<file path="src/rtl/calc_port_engine.sv">
// calc_port_engine: single-port calculator responder.
// A command and operand1 arrive in one cycle, operand2 in the next. The result
// (add, subtract, shift-left, shift-right) is returned as a one-cycle response
// LATENCY cycles after the operand2 cycle. Commands arriving while busy are dropped.
// Optional feature: define CALC_ERR_CNT_EN to enable the saturating error counter
// on err_count. When it is not defined, err_count is tied to zero.
module calc_port_engine #(
    parameter int unsigned LATENCY = 3,   // legal range 1..15
    parameter int unsigned DATA_W  = 32
) (
    input  logic              c_clk,
    input  logic              reset,        // asynchronous, active-low
    input  logic [3:0]        req_cmd_in,
    input  logic [DATA_W-1:0] req_data_in,
    output logic [1:0]        out_resp,
    output logic [DATA_W-1:0] out_data,
    output logic              busy,
    output logic [7:0]        err_count
);

    typedef enum logic [1:0] {ST_IDLE, ST_OP2, ST_WAIT, ST_RESP} state_e;
    typedef enum logic [1:0] {RESP_NONE = 2'd0, RESP_OK = 2'd1, RESP_ERR = 2'd2} resp_e;

    localparam logic [3:0] CMD_NOP = 4'd0;
    localparam logic [3:0] CMD_ADD = 4'd1;
    localparam logic [3:0] CMD_SUB = 4'd2;
    localparam logic [3:0] CMD_SHL = 4'd5;
    localparam logic [3:0] CMD_SHR = 4'd6;

    // The WAIT state lasts LATENCY-1 cycles. It leaves for RESP when the counter reads 1.
    localparam logic [3:0] CNT_INIT = 4'(LATENCY - 1);

    state_e            state_q;
    logic [3:0]        cmd_q;
    logic [DATA_W-1:0] op1_q;
    resp_e             hold_resp_q;
    logic [DATA_W-1:0] hold_data_q;
    logic [3:0]        cnt_q;
    resp_e             out_resp_q;
    logic [DATA_W-1:0] out_data_q;
    logic              busy_q;

    resp_e             res_resp_d;
    logic [DATA_W-1:0] res_data_d;
    logic [DATA_W:0]   sum_d;
    logic [4:0]        shamt_d;

    // Compute the result from the latched command/op1 and operand2 on the bus.
    always_comb begin
        // NOTE: every output of this block gets a default first, so that no path leaves one unassigned and infers a latch.
        res_resp_d = RESP_ERR;
        res_data_d = '0;
        sum_d      = {1'b0, op1_q} + {1'b0, req_data_in};
        shamt_d    = req_data_in[4:0];
        case (cmd_q)
            CMD_ADD: begin
                if (!sum_d[DATA_W]) begin
                    res_resp_d = RESP_OK;
                    res_data_d = sum_d[DATA_W-1:0];
                end
            end
            CMD_SUB: begin
                if (req_data_in <= op1_q) begin
                    res_resp_d = RESP_OK;
                    res_data_d = op1_q - req_data_in;
                end
            end
            CMD_SHL: begin
                res_resp_d = RESP_OK;
                res_data_d = op1_q << shamt_d;
            end
            CMD_SHR: begin
                res_resp_d = RESP_OK;
                res_data_d = op1_q >> shamt_d;
            end
            default: ;  // invalid command: error response, data 0
        endcase
    end

    // Request FSM with registered response and busy outputs.
    always_ff @(posedge c_clk or negedge reset) begin
        if (!reset) begin
            state_q     <= ST_IDLE;
            cmd_q       <= CMD_NOP;
            op1_q       <= '0;
            hold_resp_q <= RESP_NONE;
            hold_data_q <= '0;
            cnt_q       <= '0;
            out_resp_q  <= RESP_NONE;
            out_data_q  <= '0;
            busy_q      <= 1'b0;
        end else begin
            // NOTE: state registers use non-blocking assignments. Every register then sees the values from before the edge, whatever the statement order.
            case (state_q)
                ST_IDLE: begin
                    if (req_cmd_in != CMD_NOP) begin
                        cmd_q   <= req_cmd_in;
                        op1_q   <= req_data_in;
                        busy_q  <= 1'b1;
                        state_q <= ST_OP2;
                    end
                end
                ST_OP2: begin
                    hold_resp_q <= res_resp_d;
                    hold_data_q <= res_data_d;
                    cnt_q       <= CNT_INIT;
                    if (LATENCY == 1) begin
                        out_resp_q <= res_resp_d;
                        out_data_q <= res_data_d;
                        state_q    <= ST_RESP;
                    end else begin
                        state_q    <= ST_WAIT;
                    end
                end
                ST_WAIT: begin
                    if (cnt_q == 4'd1) begin
                        out_resp_q <= hold_resp_q;
                        out_data_q <= hold_data_q;
                        state_q    <= ST_RESP;
                    end else begin
                        cnt_q <= cnt_q - 4'd1;
                    end
                end
                ST_RESP: begin
                    out_resp_q <= RESP_NONE;
                    out_data_q <= '0;
                    busy_q     <= 1'b0;
                    state_q    <= ST_IDLE;
                end
                default: state_q <= ST_IDLE;
            endcase
        end
    end

    assign out_resp = out_resp_q;
    assign out_data = out_data_q;
    assign busy     = busy_q;

`ifdef CALC_ERR_CNT_EN
    logic [7:0] err_cnt_q;

    // Count error responses and saturate at 255. Only reset clears the count.
    always_ff @(posedge c_clk or negedge reset) begin
        if (!reset) begin
            err_cnt_q <= '0;
        end else if (state_q == ST_RESP && out_resp_q == RESP_ERR && err_cnt_q != 8'hFF) begin
            err_cnt_q <= err_cnt_q + 8'd1;
        end
    end

    assign err_count = err_cnt_q;
`else
    assign err_count = '0;
`endif

endmodule

</file>
<file path="config.mk">
export PLATFORM = sky130hd
export DESIGN_NAME = calc_port_engine
export DESIGN_NICKNAME = d
export VERILOG_FILES = /design/src/rtl/calc_port_engine.sv
export SDC_FILE = /design/constraint.sdc
export NUM_CORES = 1
export LEC_CHECK = 0
export CAP_MARGIN = 20
export CORE_MARGIN = 5
export CORE_UTILIZATION = 45
export DETAILED_ROUTE_END_ITERATION = 8
export DONT_BUFFER_PORTS = 1
export GPL_TIMING_DRIVEN = 0
export PLACE_DENSITY = 0.7
export SYNTH_ARGS = -nofsm -noshare
export SYNTH_HDL_FRONTEND = slang
export SYNTH_SLANG_ARGS = --single-unit
</file>
<file path="constraint.sdc">
create_clock -name c_clk -period 7.8 [get_ports c_clk]
set_clock_uncertainty 0.1 [all_clocks]
set_input_delay 1.17 -clock c_clk [delete_from_list [all_inputs] [get_ports c_clk]]
set_output_delay 1.17 -clock c_clk [all_outputs]
set_load 0.01 [all_outputs]
</file>
==> run_results.csv, run 1 <==
group,metric,value,unit
detailed_routing,drc,0,
synthesis,synthFlopType,"dfrtp_1",
power_and_ir_drop,ir_drop,0.191,mV
synthesis,synth_area_per_cell,7.90,um2
timing,finalSetupViolations,0,
synthesis,syn-instance-count,1506,
floorplan,die_h,173,um
clock_network,cts-root-buf,"clkbuf_16",
synthesis,yosys_warnings,0,
timing,min_period_over_period,80.2,%
finish,syn2layout_area_growth,6.33,%
timing,max_slew_margin,22.5,%
placed_design,io_buffers,0,
detailed_routing,drtIter0Drc,1726,
global_routing,track_usage,34.3,%
timing,drv_slew,0,
detailed_routing,vias,12700,
clock_network,clock_sinks,111,
power_and_ir_drop,power_leakage,5.35,nW
clock_network,cts.clk_slew.worst_paths,90,ps
clock_network,cts_tree,"yes",
synthesis,async_flop_share,100,%
clock_network,cts_buffers,9,
global_routing,grt_pass1_vias,12000,
clock_network,max-clock-path-buffers,2,
synthesis,synth-edff-count,0,
critical_path,path_max_fanout,10,
floorplan,die_area,0.0298,mm2
finish,nNetsFinal,1636,
global_routing,overflow,0,
synthesis,seq_area_frac_synth,23.4,%
finish,drive_gt1_share,9.29,%
clock_network,postCtsSetupBuffers,0,
power_and_ir_drop,power_density,402,mW/mm2
flow_run,cap_violations,0,
critical_path,end_kind,"register",
synthesis,yosysUniqueCellTypes,88,
clock_network,holdBufCountCts,0,
run_status,status,"finished clean",
power_and_ir_drop,combinationalPowerShare,67.4,%
critical_path,path_class,"input port to register",
detailed_routing,ant_nets,0,
timing,fin_tns_setup,0,ps
detailed_routing,routedWlPerCell,28.6,um
floorplan,start_util,45.6,%
global_routing,grt_max_degree,112,
power_and_ir_drop,p_clk_share,9.5,%
timing,hold_violations,0,
detailed_routing,drtPass1Iterations,6,
finish,utilization,48.5,%
power_and_ir_drop,p_int,0.00221,W
synthesis,netlist_top_cells_count,"nand2_1, nor2_1, dfrtp_1, a21oi_1, o21ai_0",
clock_network,htree_num_levels,3,
power_and_ir_drop,switchingPower,0.00288,W
synthesis,synth-seq-cells,111,
floorplan,pin_count,81,
timing,fmax,160,MHz
floorplan,num_rows,59,
synthesis,synthMostInstantiatedCell,"nand2_1",
critical_path,arrival,6370,ps
critical_path,cp-start-kind,"input port",
power_and_ir_drop,p_sw_share,56.6,%
min_path,hold_class,"input port to asynchronous set/reset pin",
timing,rsz0062_at_grt,"false",
floorplan,core,0.0261,mm2
power_and_ir_drop,seq_power_share,23.1,%
placed_design,dp_hpwl,43.7,mm
global_routing,antenna_found_initial,1,
detailed_routing,totalWireLength,53.3,mm
timing,tightestPinTransition,1150,ps
synthesis,synthTopCellsByArea,"dfrtp_1, ha_1, nand2_1, mux2i_1, mux4_2",
critical_path,required,7910,ps
detailed_routing,viasPerCell,6.80,
timing,layout_min_cycle_time,6260,ps
clock_network,post_cts_resize_count,0,
synthesis,yosysTopAreaCell,"dfrtp_1",
synthesis,netlist_area,0.0119,mm2
placed_design,place_congestion,1.05,
clock_network,clkLatencyLatePin,370,ps
floorplan,die_x,173,um
synthesis,synth_top_area_share,23.4,%
global_routing,grt_pass1_wl,78.9,mm
cell type report:
type / count / area, um2
Inverter: 101 / 379
Tap cell: 335 / 419
Multi-Input combinational cell: 1185 / 8220
Antenna cell: 1 / 2.50
Clock inverter: 5 / 52.6
Buffer: 116 / 548
Sequential cell: 111 / 2780
Clock buffer: 11 / 253
Fill cell: 2647 / 13400
worst paths after layout:
kind | from | end | slack (ps) | cells past startpoint
worst max register to register | op1_q[5] | hold_data_q[25] | 3240 | 12
worst min-delay path | reset | hold_data_q[22] | 390 | 0
max in group asynchronous | reset | op1_q[11] | 7070 | 0
worst min register to register | hold_resp_q[1] | hold_resp_q[1] | 390 | 1
worst max-delay path | req_data_in[2] | hold_data_q[25] | 1540 | 16
min in group c_clk | hold_resp_q[1] | hold_resp_q[1] | 390 | 1
critical path, cell delays in order:
cell and delay [ps]:
clkbuf_1 220, inv_1 200, buf_2 300, buf_2 340, buf_1 570, ha_1 440, nand3b_1 140, a21oi_1 110
nor3_1 710, o211ai_2 260, a21o_1 280, a31oi_4 440, buf_2 390, nor2_1 80, a221oi_1 570, o22ai_1 130
cells by family after synthesis:
group	count (synthesis)	share of synthesized area (%)
compound gates	505	29.0
xor+xnor	8	0.589
fa+ha+maj	74	7.91
buf+inv	217	7.79
flops	111	23.4
mux	115	12.6
other cells	1	0.0315
simple gates	475	18.7
placed cells by master (no fill, tap or decap), drive strengths merged, types with 8 or more instances in the layout:
cell	Yosys	layout
buf	56	56
a221oi	17	17
a2111oi	13	13
a21oi	111	111
o31ai	34	34
mux2	28	28
o22ai	18	18
nand4	11	11
mux4	25	25
o221ai	10	10
nor2	120	120
nand2b	32	32
nor3	32	32
nor2b	14	14
a211oi	24	24
a31oi	14	14
o32ai	29	29
o211ai	28	28
conb	1	8
nand2	168	168
mux2i	62	62
ha	72	72
nand3	42	42
nor4	9	9
dfrtp	111	111
clkbuf	60	71
a21o	15	15
o21bai	13	13
o21ai	103	103
inv	100	101
power by group through the flow:
| stage | Sequential [W] | Combinational [W] | Clock (W) |
|---|---|---|---|
| floorplan | 0.00103 | 0.00231 | 0 |
| global placement | 0.00116 | 0.00329 | 0 |
| detailed placement | 0.00117 | 0.00330 | 0 |
| CTS | 0.00116 | 0.00331 | 0.000487 |
| global route | 0.00121 | 0.00367 | 0.000508 |
| finish | 0.00117 | 0.00343 | 0.000483 |
through the flow:
step / power, W / hold WS (ps) / instances / instance area [um2] / setup WS [ps]
3_3_place_gp: 0.00445 / 367 / 1848 / 12300 / 1170
3_5_place_dp: 0.00447 / 376 / 1848 / 12300 / 1300
6_report: 0.00509 / 387 / 1865 / 12600 / 1540
5_1_grt: 0.00538 / 377 / 1864 / 12600 / 1420
4_1_cts: 0.00496 / 385 / 1864 / 12600 / 1670
2_1_floorplan: 0.00334 / 352 / 1513 / 11900 / 3180
metal layers:
layer / track usage, % / up-vias / routed length (um)
li1: - / 5631 / -
met1: 46.1 / 6087 / 21600
met2: 54.2 / 793 / 23900
met3: 5.41 / 162 / 4630
met4: 16.2 / 0 / 3190
met5: 0 / - / 0
flip-flops by register name, indices dropped and copies added, names as in the netlist:
register and cells:
out_resp 2, cnt_q 4, state_q 2, out_data 32, cmd_q 4, hold_data_q 32, hold_resp_q 2, busy 1
op1_q 32
Power figures use the tool's default switching activity.
==> inputs of run 2 (changes only) <==
- clock period: 7.8 -> 6 ns (I/O delays scaled with it)
==> run 2 against run 1 <==
Sequential power increased by 31%. First-iteration DRC count decreased by 2.4%. Highest routed layer unchanged. Largest cell class unchanged. Combinational power is 30% higher. Register-to-register slack worse by 1700 ps. Non-clock buffer count is the same. Critical endpoint unchanged. Count of clock-buffer cells in the layout did not move.
==> run_results.csv, run 2 (synthesis results as in run 1) <==
group,metric,value,unit
detailed_routing,drtPass1Iterations,6,
detailed_routing,totalWireLength,53.3,mm
placed_design,io_buffers,0,
floorplan,die_h,173,um
detailed_routing,vias,12700,
finish,final_cell_mix,"nand2_1, nor2_1, dfrtp_1, a21oi_1, o21ai_0",
detailed_routing,drtIter0Drc,1684,
detailed_routing,routedWlPerCell,28.6,um
power_and_ir_drop,power_leakage,5.35,nW
clock_network,max-clock-path-buffers,2,
global_routing,top_usage_layer,"met2",
critical_path,cpMaxStageDelayCell,"a221oi_1",
floorplan,core,0.0261,mm2
detailed_routing,drc,0,
clock_network,cts-root-buf,"clkbuf_16",
clock_network,postCtsSetupBuffers,0,
global_routing,overflow,0,
critical_path,path_common_cell,"buf_2",
critical_path,cp-start-kind,"input port",
power_and_ir_drop,seq_power_share,23.1,%
timing,fmax,175,MHz
finish,layout_commonest_cell,"nand2_1",
critical_path,cp_cell_sequence,"clkbuf_1 -> inv_1 -> buf_2 -> buf_2 -> buf_1 -> ha_1 -> nand3b_1 -> a21oi_1 -> nor3_2 -> o211ai_2 -> a21o_1 -> a31oi_4 -> buf_2 -> nor2_1 -> a221oi_1 -> o22ai_1",
placed_design,dp_hpwl,43.7,mm
placed_design,place_congestion,1.05,
detailed_routing,viasPerCell,6.82,
timing,layout_min_cycle_time,5710,ps
critical_path,crit_family,"buffers and inverters",
global_routing,grt_pass1_vias,12000,
finish,syn2layout_area_growth,6.37,%
clock_network,htree_num_levels,3,
global_routing,grt_pass1_wl,78.9,mm
power_and_ir_drop,power_density,523,mW/mm2
critical_path,required,6110,ps
min_path,hold_class,"input port to asynchronous set/reset pin",
run_status,status,"finished clean",
power_and_ir_drop,p_int,0.00287,W
power_and_ir_drop,p_sw_share,56.6,%
power_and_ir_drop,ir_drop,0.249,mV
power_and_ir_drop,combinationalPowerShare,67.4,%
critical_path,cp_num_buf_inv,6,
flow_run,cap_violations,0,
global_routing,track_usage,34.3,%
critical_path,end_kind,"register",
global_routing,grtUsageMet1,46.1,%
timing,max_slew_margin,24.3,%
power_and_ir_drop,switchingPower,0.00374,W
clock_network,clock_sinks,111,
global_routing,antenna_found_initial,1,
detailed_routing,ant_nets,0,
critical_path,path_max_fanout,10,
global_routing,grt_max_degree,112,
clock_network,cts.clk_slew.worst_paths,90,ps
floorplan,die_x,173,um
timing,drv_slew,0,
timing,min_period_over_period,95.2,%
clock_network,cts_tree,"yes",
global_routing,grt_util_met2,54.2,%
global_routing,met3_usage,5.41,%
critical_path,path_class,"input port to register",
clock_network,clkLatencyLatePin,370,ps
finish,utilization,48.6,%
timing,tightestPinTransition,1130,ps
power_and_ir_drop,p_clk_share,9.5,%
clock_network,cts_buffers,9,
floorplan,num_rows,59,
timing,rsz0062_at_grt,"false",
timing,hold_violations,0,
timing,finalSetupViolations,0,
finish,nNetsFinal,1636,
floorplan,die_area,0.0298,mm2
floorplan,pin_count,81,
placed_design,placed_area,0.0123,mm2
critical_path,arrival,5820,ps
finish,fin_area,0.0127,mm2
finish,drive_gt1_share,9.35,%
critical_path,max_stage_delay,580,ps
floorplan,start_util,45.6,%
-- run 2: changes by cell type in the layout (fill, tap and decap cells not counted) --
| cell | before | now |
|---|---|---|
| nor3_1 | 32 | 31 |
| nor3_2 | 0 | 1 |
-- run 2: final timing paths --
kind / start / end / slack [ps] / cells past startpoint
max reg2reg: op1_q[17] / hold_data_q[25] / 1560 / 12
min: reset / hold_data_q[22] / 120 / 0
min in group c_clk: hold_resp_q[1] / hold_resp_q[1] / 390 / 1
max: req_data_in[2] / hold_data_q[25] / 290 / 16
min reg2reg: hold_resp_q[1] / hold_resp_q[1] / 390 / 1
max in group asynchronous: reset / hold_data_q[4] / 5550 / 0
-- run 2: layer usage --
layer / wire length, um / up-vias
met5: 0 / -
met4: 3360 / 0
met3: 4530 / 183
met2: 23700 / 788
met1: 21700 / 6108
li1: - / 5633
-- run 2: stage by stage --
step / power [W] / hold WS, ps / setup slack, ps / setup TNS (ps) / std cells
after floorplan: 0.00434 / 352 / 1650 / 0 / 1513
after global placement: 0.00579 / 367 / -361 / -1000 / 1848
after detailed placement: 0.00581 / 376 / -226 / -238 / 1848
after CTS: 0.00645 / 115 / 142 / 0 / 1864
after global routing: 0.00700 / 107 / 162 / 0 / 1864
final: 0.00661 / 120 / 287 / 0 / 1865
-- run 2: timing repair --
item / in CTS / in global routing
setup endpoints to repair: 0 / 1
resized for setup: 0 / 1
hold endpoints to repair: 0 / 0
hold buffers: 0 / 0
-- run 2: area by class of cell --
cell class	instances	area (um2)
well taps	335	419
diodes	1	2.50
clock inverters	5	52.6
multi-input cells	1185	8220
plain buffers	116	548
clock buffers	11	253
inverters	101	379
fillers	2646	13400
flip-flops and latches	111	2780
-- run 2: power by group through the flow --
stage	registers [W]	clock network, W	logic (W)
finish	0.00153	0.000626	0.00446
global route	0.00157	0.000661	0.00477
CTS	0.00151	0.000633	0.00431
detailed placement	0.00152	0	0.00429
global placement	0.00150	0	0.00428
floorplan	0.00134	0	0.00300
==> inputs of run 3 (changes only) <==
- CORE_MARGIN: 5 -> default
- SKIP_LAST_GASP: default -> 1
==> run 3 against run 2 <==
Via count is 0.65% higher. Worst hold slack got worse by 16 ps. Combinational power about the same. Die area shrank 9.1%. First-iteration DRC count increased by 4.0%. Critical path type unchanged. Sequential share of layout area is essentially flat. Maximum frequency up 1.4%. Register-to-register slack worse by 170 ps. Final cell count is essentially flat. Power is 0.41% lower. Routed wire length down 5.4%. Largest power group unchanged. Sequential power is essentially flat.
==> run_results.csv, run 3 (synthesis results as in run 1) <==
group,metric,value,unit
global_routing,grt_pass1_vias,12000,
floorplan,die_area,0.0271,mm2
clock_network,post_cts_resize_count,0,
critical_path,r2r-end,"hold_data_q[25]",
floorplan,die_x,165,um
clock_network,postCtsSetupBuffers,0,
power_and_ir_drop,seq_power_share,23.2,%
detailed_routing,drc,0,
timing,min_period_over_period,93.9,%
timing,fmax,178,MHz
power_and_ir_drop,p_clk_share,9.5,%
power_and_ir_drop,ir_drop,0.333,mV
floorplan,start_util,45.8,%
finish,num-fill-cells,2643,
timing,finalSetupViolations,0,
detailed_routing,routedWlPerCell,27.0,um
floorplan,die_h,165,um
power_and_ir_drop,switchingPower,0.00374,W
power_and_ir_drop,power_density,521,mW/mm2
critical_path,reg2reg_slack,1390,ps
floorplan,core,0.0260,mm2
floorplan,pin_count,81,
global_routing,grt_max_degree,112,
finish,nNetsFinal,1635,
timing,tightestPinTransition,1050,ps
floorplan,num_rows,59,
run_status,status,"finished clean",
timing,max_slew_margin,29.5,%
global_routing,grt_pass1_wl,74.5,mm
detailed_routing,vias,12800,
clock_network,htree_num_levels,3,
critical_path,path_max_fanout,19,
detailed_routing,drtPass1Iterations,8,
finish,multiInputGateArea,0.00822,mm2
placed_design,placed_area,0.0123,mm2
power_and_ir_drop,p_int,0.00285,W
clock_network,holdBufCountCts,0,
clock_network,cts-root-buf,"clkbuf_16",
critical_path,end_kind,"register",
finish,syn2layout_area_growth,6.23,%
clock_network,clkLatencyLatePin,380,ps
timing,layout_min_cycle_time,5630,ps
finish,layout_commonest_cell,"nand2_1",
placed_design,io_buffers,0,
global_routing,overflow,0,
global_routing,antenna_found_initial,1,
finish,final_cell_mix,"nand2_1, nor2_1, dfrtp_1, a21oi_1, o21ai_0",
clock_network,max-clock-path-buffers,2,
critical_path,crit_path_start,"req_data_in[2]",
critical_path,r2r_start,"op1_q[17]",
placed_design,place_congestion,1.07,
critical_path,worstSetupEndpoint,"hold_data_q[25]",
min_path,hold_class,"input port to asynchronous set/reset pin",
critical_path,required,6110,ps
finish,drive_gt1_share,9.29,%
detailed_routing,viasPerCell,6.86,
clock_network,cts_buffers,9,
timing,drv_slew,0,
detailed_routing,ant_nets,0,
flow_run,cap_violations,0,
finish,fin_area,0.0126,mm2
critical_path,path_class,"input port to register",
critical_path,rr_worst_depth,12,
power_and_ir_drop,finalPower,0.00659,W
clock_network,cts_tree,"yes",
detailed_routing,drtIter0Drc,1751,
clock_network,cts.clk_slew.worst_paths,100,ps
power_and_ir_drop,combinationalPowerShare,67.3,%
global_routing,track_usage,37.2,%
finish,utilization,48.6,%
placed_design,dp_hpwl,40.5,mm
clock_network,clock_sinks,111,
critical_path,cp-start-kind,"input port",
power_and_ir_drop,p_sw_share,56.7,%
timing,rsz0062_at_grt,"false",
timing,fin_tns_setup,0,ps
detailed_routing,totalWireLength,50.4,mm
timing,hold_violations,0,
finish,regArea,0.00278,mm2
power_and_ir_drop,power_leakage,5.34,nW
critical_path,arrival,5750,ps
==> run 3: how the worst min path moves through the flow <==
stage                     cells after the start              to  slack [ps]      startpoint
after global routing                          0       op1_q[30]         100           reset
after global placement                        1  hold_resp_q[1]         380  hold_resp_q[1]
after detailed placement                      1  hold_resp_q[1]         380  hold_resp_q[1]
final                                         0       op1_q[30]         100           reset
after floorplan                               1  hold_resp_q[1]         350  hold_resp_q[1]
after CTS                                     0       op1_q[28]         100           reset
==> run 3: worst max-delay path, stage by stage <==
cell	delay, ps
clkbuf_1	440
inv_1	210
buf_2	250
buf_2	320
ha_1	490
nand3b_1	160
a21oi_1	130
nor3_1	630
o211ai_2	270
a21o_1	290
a31oi_4	380
buf_2	390
nor2_1	80
a221oi_1	660
o22ai_1	130
==> run 3: power by group through the flow <==
stage / logic, W / registers [W] / clock network, W
floorplan: 0.00300 / 0.00134 / 0
global placement: 0.00418 / 0.00150 / 0
detailed placement: 0.00422 / 0.00152 / 0
CTS: 0.00425 / 0.00151 / 0.000632
global route: 0.00471 / 0.00157 / 0.000661
finish: 0.00443 / 0.00153 / 0.000628
==> run 3: stage by stage <==
| stage | hold WS, ps | cells | worst slack (ps) |
|---|---|---|---|
| CTS | 98.6 | 1864 | 178 |
| finish | 104 | 1864 | 368 |
| floorplan | 352 | 1513 | 1650 |
| detailed placement | 379 | 1848 | -182 |
| global placement | 376 | 1848 | -232 |
| global route | 102 | 1863 | 303 |
==> run 3: layout make-up <==
type	count	share of cell area [%]
Clock inverter	7	0.564
Sequential cell	111	22.0
Antenna cell	1	0.0198
Multi-Input combinational cell	1185	65.0
Tap cell	335	3.32
Buffer	115	4.31
Inverter	101	3.00
Clock buffer	9	1.78
==> run 3: per-layer routing <==
metal	vias up	global-route usage [%]	wire length, um
met5	-	0	0
met4	0	15.9	2540
met3	180	7.41	5500
met2	896	58.9	22300
met1	6092	49.1	20100
li1	5626	-	-
